===== config.mk =====
export PLATFORM = sky130hd
export DESIGN_NAME = ctrl_fsm_v2
export DESIGN_NICKNAME = d
export VERILOG_FILES = /design/src/rtl/ctrl_fsm_v2.sv
export SDC_FILE = /design/constraint.sdc
export NUM_CORES = 1
export LEC_CHECK = 0
export CORE_MARGIN = 8
export CORE_UTILIZATION = 44
export CTS_BUF_LIST = sky130_fd_sc_hd__clkbuf_16
export DETAILED_ROUTE_END_ITERATION = 6
export HOLD_SLACK_MARGIN = 0.15
export PLACE_DENSITY = 0.85
export SKIP_LAST_GASP = 1
export SLEW_MARGIN = 15
export SYNTH_ARGS = -nofsm -noshare
export SYNTH_HDL_FRONTEND = slang
export SYNTH_SLANG_ARGS = --single-unit

===== constraint.sdc =====
create_clock -name clk -period 2.95 [get_ports clk]
set_input_delay 0.4425 -clock clk [delete_from_list [all_inputs] [get_ports clk]]
set_output_delay 0.4425 -clock clk [all_outputs]
set_load 0.05 [all_outputs]

===== src/rtl/ctrl_fsm_v2.sv =====
// ctrl_fsm_v2 - multi-cycle RV32I control unit.
// Sequences fetch/decode/execute/memory/writeback over a shared-memory
// datapath, tolerates memory wait states up to MEM_TIMEOUT cycles per access,
// and latches the reason the core halted.
// Build option: define CTRL_SYSTEM_EN to stop on ECALL/EBREAK with cause 11;
// otherwise the SYSTEM opcode is treated as illegal (cause 01).
module ctrl_fsm_v2 #(
    parameter int unsigned MEM_TIMEOUT = 16,
    parameter int unsigned TO_W        = 8,
    parameter int unsigned DBG_W       = 4
) (
    input  logic             clk,
    input  logic             sys_rst_n,
    input  logic [31:0]      instr,
    input  logic             cmp_true,
    input  logic             mem_rdy,
    output logic             valid,
    output logic             adrSrc,
    output logic             mem_we,
    output logic             irWrite,
    output logic             pcWrite,
    output logic [1:0]       resultSrc,
    output logic [1:0]       aluSrcA,
    output logic [1:0]       aluSrcB,
    output logic [3:0]       aluCtr,
    output logic [1:0]       comCtr,
    output logic [2:0]       immSrc,
    output logic             reg_w,
    output logic             halt,
    output logic [1:0]       halt_cause,
    output logic [DBG_W-1:0] debug_port
);

    typedef enum logic [3:0] {
        ST_RST    = 4'd0,
        ST_FETCH  = 4'd1,
        ST_DECODE = 4'd2,
        ST_MEMADR = 4'd3,
        ST_MEMRD  = 4'd4,
        ST_MEMWB  = 4'd5,
        ST_MEMWR  = 4'd6,
        ST_EXE_R  = 4'd7,
        ST_EXE_I  = 4'd8,
        ST_ALUWB  = 4'd9,
        ST_BRANCH = 4'd10,
        ST_JALR_A = 4'd11,
        ST_JAL    = 4'd12,
        ST_UPPER  = 4'd13,
        ST_HALT   = 4'd15
    } state_t;

    localparam logic [6:0] OP_LOAD   = 7'b0000011;
    localparam logic [6:0] OP_STORE  = 7'b0100011;
    localparam logic [6:0] OP_R      = 7'b0110011;
    localparam logic [6:0] OP_I      = 7'b0010011;
    localparam logic [6:0] OP_BRANCH = 7'b1100011;
    localparam logic [6:0] OP_JAL    = 7'b1101111;
    localparam logic [6:0] OP_JALR   = 7'b1100111;
    localparam logic [6:0] OP_LUI    = 7'b0110111;
    localparam logic [6:0] OP_AUIPC  = 7'b0010111;
    localparam logic [6:0] OP_SYSTEM = 7'b1110011;

    localparam logic [1:0] CAUSE_NONE    = 2'b00;
    localparam logic [1:0] CAUSE_ILLEGAL = 2'b01;
    localparam logic [1:0] CAUSE_TIMEOUT = 2'b10;
    localparam logic [1:0] CAUSE_SYSTEM  = 2'b11;

    localparam logic [2:0] IMM_I = 3'b000;
    localparam logic [2:0] IMM_S = 3'b001;
    localparam logic [2:0] IMM_B = 3'b010;
    localparam logic [2:0] IMM_U = 3'b011;
    localparam logic [2:0] IMM_J = 3'b100;

    localparam logic            TO_EN    = (MEM_TIMEOUT != 0);
    localparam logic [TO_W-1:0] TO_LIMIT = TO_W'(MEM_TIMEOUT);

    state_t          state_q;
    state_t          state_d;
    logic [TO_W-1:0] cnt_q;
    logic [TO_W-1:0] cnt_d;
    logic [1:0]      cause_q;
    logic [1:0]      cause_d;

    logic [6:0] opcode_s;
    logic [2:0] funct3_s;
    logic       alt_s;
    logic       mem_acc_s;
    logic       timeout_s;
    logic       unused_instr_s;

    assign opcode_s = instr[6:0];
    assign funct3_s = instr[14:12];
    assign alt_s    = instr[30];
    assign unused_instr_s = ^{instr[31], instr[29:15], instr[11:7]};

    // States that drive a memory request and may therefore wait on mem_rdy.
    assign mem_acc_s = (state_q == ST_FETCH) || (state_q == ST_MEMRD) ||
                       (state_q == ST_MEMWR);
    // Limit reached and memory still silent; a late mem_rdy on this cycle wins.
    assign timeout_s = TO_EN && mem_acc_s && !mem_rdy && (cnt_q == TO_LIMIT);

    // State, wait counter and halt cause registers.
    always_ff @(posedge clk or negedge sys_rst_n) begin
        if (!sys_rst_n) begin
            state_q <= ST_RST;
            cnt_q   <= '0;
            cause_q <= CAUSE_NONE;
        end else begin
            state_q <= state_d;
            cnt_q   <= cnt_d;
            cause_q <= cause_d;
        end
    end

    // Next-state selection and halt cause capture.
    always_comb begin
        state_d = state_q;
        cause_d = cause_q;
        case (state_q)
            ST_RST: state_d = ST_FETCH;
            ST_FETCH: begin
                if (mem_rdy) begin
                    state_d = ST_DECODE;
                end else if (timeout_s) begin
                    state_d = ST_HALT;
                    cause_d = CAUSE_TIMEOUT;
                end else begin
                    state_d = ST_FETCH;
                end
            end
            ST_DECODE: begin
                case (opcode_s)
                    OP_LOAD, OP_STORE: state_d = ST_MEMADR;
                    OP_R:              state_d = ST_EXE_R;
                    OP_I:              state_d = ST_EXE_I;
                    OP_BRANCH:         state_d = ST_BRANCH;
                    OP_JAL:            state_d = ST_JAL;
                    OP_JALR:           state_d = ST_JALR_A;
                    OP_LUI, OP_AUIPC:  state_d = ST_UPPER;
                    OP_SYSTEM: begin
                        state_d = ST_HALT;
`ifdef CTRL_SYSTEM_EN
                        cause_d = CAUSE_SYSTEM;
`else
                        cause_d = CAUSE_ILLEGAL;
`endif
                    end
                    default: begin
                        state_d = ST_HALT;
                        cause_d = CAUSE_ILLEGAL;
                    end
                endcase
            end
            ST_MEMADR: begin
                if (opcode_s == OP_LOAD) begin
                    state_d = ST_MEMRD;
                end else begin
                    state_d = ST_MEMWR;
                end
            end
            ST_MEMRD: begin
                if (mem_rdy) begin
                    state_d = ST_MEMWB;
                end else if (timeout_s) begin
                    state_d = ST_HALT;
                    cause_d = CAUSE_TIMEOUT;
                end else begin
                    state_d = ST_MEMRD;
                end
            end
            ST_MEMWR: begin
                if (mem_rdy) begin
                    state_d = ST_FETCH;
                end else if (timeout_s) begin
                    state_d = ST_HALT;
                    cause_d = CAUSE_TIMEOUT;
                end else begin
                    state_d = ST_MEMWR;
                end
            end
            ST_MEMWB:  state_d = ST_FETCH;
            ST_EXE_R:  state_d = ST_ALUWB;
            ST_EXE_I:  state_d = ST_ALUWB;
            ST_ALUWB:  state_d = ST_FETCH;
            ST_BRANCH: begin
                // funct3 010/011 are not RV32I branches.
                if (funct3_s[2:1] == 2'b01) begin
                    state_d = ST_HALT;
                    cause_d = CAUSE_ILLEGAL;
                end else begin
                    state_d = ST_FETCH;
                end
            end
            ST_JALR_A: state_d = ST_JAL;
            ST_JAL:    state_d = ST_ALUWB;
            ST_UPPER:  state_d = ST_ALUWB;
            ST_HALT:   state_d = ST_HALT;
            default:   state_d = ST_RST;
        endcase
    end

    // Wait counter: counts stalled request cycles, cleared on completion or state change.
    always_comb begin
        if (mem_acc_s && !mem_rdy && (state_d == state_q) && (cnt_q != '1)) begin
            cnt_d = cnt_q + TO_W'(1);
        end else begin
            cnt_d = '0;
        end
    end

    // Datapath control decode from the current state and instruction fields.
    always_comb begin
        valid     = 1'b0;
        adrSrc    = 1'b0;
        mem_we    = 1'b0;
        irWrite   = 1'b0;
        pcWrite   = 1'b0;
        resultSrc = 2'b00;
        aluSrcA   = 2'b00;
        aluSrcB   = 2'b00;
        aluCtr    = 4'b0000;
        comCtr    = 2'b00;
        immSrc    = IMM_I;
        reg_w     = 1'b0;
        halt      = 1'b0;
        case (state_q)
            ST_FETCH: begin
                valid     = 1'b1;
                aluSrcB   = 2'b10;
                resultSrc = 2'b10;
                irWrite   = mem_rdy;
                pcWrite   = mem_rdy;
            end
            ST_DECODE: begin
                // Speculative branch/jump target oldPC + imm into aluOut.
                aluSrcA = 2'b01;
                aluSrcB = 2'b01;
                immSrc  = (opcode_s == OP_JAL) ? IMM_J : IMM_B;
            end
            ST_MEMADR: begin
                aluSrcA = 2'b10;
                aluSrcB = 2'b01;
                immSrc  = (opcode_s == OP_LOAD) ? IMM_I : IMM_S;
            end
            ST_MEMRD: begin
                valid  = 1'b1;
                adrSrc = 1'b1;
            end
            ST_MEMWB: begin
                resultSrc = 2'b01;
                reg_w     = 1'b1;
            end
            ST_MEMWR: begin
                valid  = 1'b1;
                adrSrc = 1'b1;
                mem_we = 1'b1;
            end
            ST_EXE_R: begin
                aluSrcA = 2'b10;
                aluCtr  = {alt_s, funct3_s};
            end
            ST_EXE_I: begin
                // Only SRAI uses funct7[5]; for other I-ops it is immediate data.
                aluSrcA = 2'b10;
                aluSrcB = 2'b01;
                aluCtr  = {alt_s & (funct3_s == 3'b101), funct3_s};
            end
            ST_ALUWB: begin
                reg_w = 1'b1;
            end
            ST_BRANCH: begin
                aluSrcA = 2'b10;
                comCtr  = funct3_s[2:1];
                pcWrite = cmp_true ^ funct3_s[0];
            end
            ST_JALR_A: begin
                aluSrcA = 2'b10;
                aluSrcB = 2'b01;
            end
            ST_JAL: begin
                // Target already in aluOut; ALU now forms the link value oldPC + 4.
                pcWrite = 1'b1;
                aluSrcA = 2'b01;
                aluSrcB = 2'b10;
            end
            ST_UPPER: begin
                immSrc  = IMM_U;
                aluSrcB = 2'b01;
                aluSrcA = (opcode_s == OP_LUI) ? 2'b11 : 2'b01;
            end
            ST_HALT: begin
                halt = 1'b1;
            end
            default: begin
                halt = 1'b0;
            end
        endcase
    end

    assign halt_cause = cause_q;
    assign debug_port = DBG_W'(state_q);

endmodule

* Word level (Yosys, flattened, before mapping)
Index checks and enable logic that the tools add are counted.
** Operators by class
- Reduce and logical (&&, ||, !) cells :: 22
- Multiplexer cells :: 32
- Equal/unequal tests :: 32
- Add/subtract/negate cells :: 1
- Shift-type cells :: 0
- $mul :: 0
- Order comparisons :: 0
- Divide/modulo/power cells :: 0
- Bitwise operators :: 2
** Operators with widths (number)
- one-hot mux 4 bit (10 select lines) :: 1
- equality test 4 bit (second input constant) :: 7
- 2-to-1 mux 4 bit :: 7
- one-hot mux 4 bit (7 select lines) :: 1
- equality test 7 x 6 -> 1 bit (second input constant) :: 3
- equality test 7 bit (second input constant) :: 3
- equality test 4 x 3 -> 1 bit (second input constant) :: 4
- equality test 7 x 5 -> 1 bit (second input constant) :: 2
- 2-to-1 mux 2 bit :: 7
- one-hot mux 2 bit (3 select lines) :: 2
- OR reduction 2 bit :: 6
- OR reduction 5 bit :: 2
- one-hot mux 3 bit (3 select lines) :: 1
- OR reduction 9 bit :: 1
- adder 8 x 1 -> 8 bit (second input constant) :: 1
- equality test 4 x 2 -> 1 bit (second input constant) :: 2
- equality test 8 x 5 -> 1 bit (second input constant) :: 1
- 2-to-1 mux 8 bit :: 1
- inequality test 8 bit (second input constant) :: 1
- one-hot mux 2 bit (2 select lines) :: 2
- one-hot mux 4 bit (2 select lines) :: 1
- equality test 7 x 2 -> 1 bit (second input constant) :: 1
- 2-to-1 mux 1 bit :: 7
- inequality test 2 bit (second input constant) :: 3
- other kinds (17) :: 22
** Word-level totals
- Flip-flop bits (word level) :: 14
- Logic and storage cells :: 92
- Latch bits :: 0
- Output and inout port bits :: 28
- ROM bits :: 0
- Input port bits :: 36
- RAM bits :: 0
- Memories kept :: 0

* Logic depth before layout (Yosys ltp)
Gate-level depths: netlist of run 1.
- Depth after elaboration :: 12
- Mapped depth :: 6
- Gate-level depth less buffers :: 6

* Least setup slack after synthesis of run 1
Ideal clock, no wire load.
- Path kind :: register to output
- From :: register state_q[2], in the netlist debug_port[2]
- To :: output pcWrite
- Path buffers :: 1
- Data required time :: 2508 ps
- Slack :: -349 ps
- Cell stages (with the launch flop) :: 5
- Arrival time :: 2856 ps
- Path through :: dfrtp_1 > buf_4 > nor4b_2 > and2_1 > a31o_2
** Between the ends
- Word-level cells in the longest chain between the ends :: 2
- Elaborated cells on any way between the ends :: 4
- Classes of those cells :: eq/ne: 3; mux: 1
** RTL lines
- start, declared :: RTL line 77 : state_t state_q;
- start signal, assigned :: RTL line 109 : state_q <= state_d;
- equality test 4 bit or equality test 4 x 1 -> 1 bit (tied branches) :: RTL line 226 : case (state_q)
- one-hot mux 1 bit (3 select lines) (*) :: RTL line 226
- end, declared :: RTL line 21 : output logic pcWrite,
Mark *: on every way between the ends. The rest lies on a longest branch, timed or not.

* Worst setup path after layout of run 1
- From :: register state_q[0], in the netlist debug_port[0]
- To :: output irWrite
** Between the ends
- Word-level cells in the longest chain between the ends :: 2
** RTL lines
- equality test 4 x 1 -> 1 bit :: RTL line 226
- 2-to-1 mux 1 bit :: RTL line 226
- end, declared :: RTL line 20 : output logic irWrite,
No other way between the ends.

==> results of run 1 <==
[logic make-up after synthesis]
kind of cell               after synthesis  share of synthesized area
DFF                                     14                      0.266
xor gates and xnor gates                 7                     0.0466
buffers and inverters                   22                     0.0751
muxes                                    1                    0.00855
AOI/OAI and AO/OA                       43                      0.218
and+or+nand+nor                         81                      0.367
adders and majority gates                2                     0.0190
[through the flow]
step | power, uW | std cells | cell area, sq um | TNS (ns)
6_report | 1930 | 243 | 1830 | 0
4_1_cts | 1940 | 243 | 1830 | 0
3_3_place_gp | 1670 | 239 | 1760 | 0
5_1_grt | 2040 | 243 | 1830 | 0
2_1_floorplan | 1260 | 170 | 1330 | -0.0792
3_5_place_dp | 1670 | 239 | 1760 | 0
[cell type report]
class / count / area [sq um] / area share
multi-input cells: 134 / 876 / 0.477
repair buffers: 46 / 443 / 0.241
flip-flops and latches: 14 / 350 / 0.191
clock buffers: 3 / 75.1 / 0.0409
inverters: 12 / 45.0 / 0.0246
well taps: 33 / 41.3 / 0.0225
clock inverters: 1 / 3.75 / 0.00205
[routing by layer]
layer | wire length (um) | share of wire | GRT usage | vias up
li1 | - | - | - | 704
met1 | 1670 | 0.47 | 0.187 | 663
met2 | 1620 | 0.46 | 0.223 | 35
met3 | 167 | 0.047 | 0.0325 | 5
met4 | 70 | 0.020 | 0.0739 | 0
met5 | 0 | 0 | 0 | -
[cells in the mapped netlist (2+ instances only)]
library cell and number:
sky130_fd_sc_hd__xnor2_1 3, sky130_fd_sc_hd__o21ai_1 2, sky130_fd_sc_hd__buf_2 4, sky130_fd_sc_hd__a21oi_1 7, sky130_fd_sc_hd__and2_1 5, sky130_fd_sc_hd__o221ai_1 2, sky130_fd_sc_hd__inv_1 12, sky130_fd_sc_hd__a21o_1 2
sky130_fd_sc_hd__ha_1 2, sky130_fd_sc_hd__a31o_2 2, sky130_fd_sc_hd__xor2_1 4, sky130_fd_sc_hd__a31oi_1 3, sky130_fd_sc_hd__o21bai_1 2, sky130_fd_sc_hd__or3b_2 2, sky130_fd_sc_hd__o21ai_0 10, sky130_fd_sc_hd__nor2b_1 4
sky130_fd_sc_hd__nand3_1 7, sky130_fd_sc_hd__a211oi_1 3, sky130_fd_sc_hd__nand4_1 3, sky130_fd_sc_hd__nor3b_1 3, sky130_fd_sc_hd__nor2_1 13, sky130_fd_sc_hd__nor4b_2 2, sky130_fd_sc_hd__nor3_1 9, sky130_fd_sc_hd__clkbuf_1 4
sky130_fd_sc_hd__and3b_1 2, sky130_fd_sc_hd__nand2b_1 5, sky130_fd_sc_hd__and3_1 2, sky130_fd_sc_hd__nand2_1 14, sky130_fd_sc_hd__dfrtp_1 14
[critical path, cell delays in order, from the launching register on]
cell and delay, ns:
sky130_fd_sc_hd__dfrtp_1 0.62, sky130_fd_sc_hd__nor4b_4 0.39, sky130_fd_sc_hd__and2_1 0.20, sky130_fd_sc_hd__clkdlybuf4s50_1 0.81
[worst paths after layout]
| check | start | to | slack [ns] | depth (start not counted) |
|---|---|---|---|---|
| hold / removal | halt_cause[0]$_DFFE_PN0P_ | halt_cause[0]$_DFFE_PN0P_ | 0.51 | 1 |
| setup / recovery | debug_port[0]$_DFF_PN0_ | irWrite | 0.24 | 3 |
| hold reg to reg | halt_cause[0]$_DFFE_PN0P_ | halt_cause[0]$_DFFE_PN0P_ | 0.51 | 1 |
| setup reg to reg | debug_port[1]$_DFF_PN0_ | halt_cause[0]$_DFFE_PN0P_ | 0.85 | 4 |
| min in group asynchronous | sys_rst_n | halt_cause[0]$_DFFE_PN0P_ | 0.58 | 1 |
| max in group asynchronous | sys_rst_n | cnt_q[5]$_DFF_PN0_ | 1.98 | 1 |
[power by group]
part / internal, uW / leakage (uW) / switching, uW
clock: 179 / 0.0000385 / 75.2
sequential: 238 / 0.000184 / 108
combinational: 480 / 0.000529 / 851
[state kept, by name, summed over array words and instances, names as in the netlist]
name and cells:
halt_cause 2, cnt_q 8, debug_port 4
==> flow_metrics.env, run 1 <==
export IMPL_final_net_count=249
export IMPL_share_of_synthesized_registers_carrying_an_async_set_or_reset=1.00
export IMPL_drt_iter0_drc=102
export IMPL_drt_wirelength_per_cell_um=14.5
export IMPL_preCtsSetupSlack_ns=0.292
export IMPL_ctsRootBufferMaster="sky130_fd_sc_hd__clkbuf_16"
export IMPL_clock_fmax_mhz=370
export IMPL_worst_path_max_fanout=15
export IMPL_cts_path_max_buffers=2
export IMPL_count_of_max_cap_constraint_violations=0
export IMPL_kind_of_end_point_of_the_critical_path="output pin"
export IMPL_critPathArrivalTime_ns=2.26
export IMPL_layout_min_cycle_time_ns=2.71
export IMPL_start_kind="register"
export IMPL_cts_buffers=3
export IMPL_max_slew_vio_count=0
export IMPL_port_buffers=42
export IMPL_routed_via_density=5.79
export IMPL_chipWidth_um=70.7
export IMPL_grt_setup_unrepaired="false"
export IMPL_timing_critical_path_required_ns=2.51
export IMPL_clkTransAtPathRegs_ns=0.05
export IMPL_cts_htree_levels=1
export IMPL_drc=0
export IMPL_number_of_antenna_repair_diodes=0
export IMPL_synth_fp_nets=208
export IMPL_netlist_instances=170
export IMPL_hold_worst_slack_ns=0.507
export IMPL_final_hold_violation_count=0
export IMPL_synthesis_area_per_instance_sq_um=7.74
export IMPL_first_global_vias=1355
export IMPL_area_of_the_die_sq_mm=0.00500
export IMPL_path_class="register to output pin"
export IMPL_synthesis_yosys_warnings=0
export IMPL_headroom_to_the_max_slew_limit=0.604
export IMPL_power_density_mw_per_mm2=1050
export IMPL_setup_violations_final=0
export IMPL_netlist_area_leader_share=0.266
export IMPL_boundaryPins=64
export IMPL_layout_common_cells="sky130_fd_sc_hd__clkdlybuf4s50_1 (29), sky130_fd_sc_hd__buf_4 (15), sky130_fd_sc_hd__nand2_1 (14), sky130_fd_sc_hd__dfrtp_1 (14), sky130_fd_sc_hd__nor2_1 (13)"
export IMPL_final_fill_count=260
export IMPL_post_synth_num_cell_types=52
export IMPL_ys_ff_latch=14
export IMPL_worst_pin_slew_ns=0.593
export IMPL_grt_pass1_wl_um=6100
export IMPL_min_period_over_period=0.917
export IMPL_globalRouteOverflowTotal=0
export IMPL_clock_sinks=14
export IMPL_core_rowCount=20
export IMPL_post_route_cells_drive_above_1_share=0.143
export IMPL_run_status="completed"
export IMPL_place_congestion=0.826
export IMPL_fin_worst_skew_ns=0.00508
export IMPL_via_count=1407
export IMPL_synth_top_cells_by_area="sky130_fd_sc_hd__dfrtp_1 (27%), sky130_fd_sc_hd__nand2_1 (4.0%), sky130_fd_sc_hd__o21ai_0 (3.8%)"
export IMPL_initial_core_util=0.446
export IMPL_utilization=0.621
export IMPL_postCtsSetupRepairBufs=0
export IMPL_share_of_synthesized_area_occupied_by_flip_flops_and_latches=0.266
export IMPL_netlist_area_sq_mm=0.00132
export IMPL_area_growth_pct=39.4
export IMPL_post_cts_resized_instances=0
export IMPL_clock_latency_late_sink_ns=0.24
export IMPL_first_pass_iters=4
export IMPL_coreArea_sq_mm=0.00295
export IMPL_track_usage=0.146
export IMPL_antenna_violating_nets_post_route=0
export IMPL_power_leakage_uw=0.000752
export IMPL_routed_wl_um=3530
export IMPL_vdd_drop_max_uv=679
export IMPL_post_cts_hold_buffer_count=0
export IMPL_setup_ws_ns=0.244
export IMPL_grt_max_degree=16
export IMPL_floorplan_die_height_um=70.7
export IMPL_layout_commonest_cell="sky130_fd_sc_hd__clkdlybuf4s50_1"
export IMPL_yosysTopAreaCell="sky130_fd_sc_hd__dfrtp_1"
export IMPL_cts_tree="yes"
export IMPL_place_detailed_hpwl_um=2680
export IMPL_worstHoldPathType="register to register"
export IMPL_dominantRegCellSynth="sky130_fd_sc_hd__dfrtp_1"
export IMPL_grt_antenna_before_repair=0
export IMPL_synth_edff_count=0
No activity file was read; power rests on OpenSTA's default activity.
==> run 2: changes to the inputs <==
--- a/config.mk
+++ b/config.mk
@@ -16,3 +16,4 @@
 export SYNTH_ARGS = -nofsm -noshare
 export SYNTH_HDL_FRONTEND = slang
 export SYNTH_SLANG_ARGS = --single-unit
+export TNS_END_PERCENT = 20
==> results of run 2 <==
The final DEF is identical to that of run 1; final timing and power are the same.
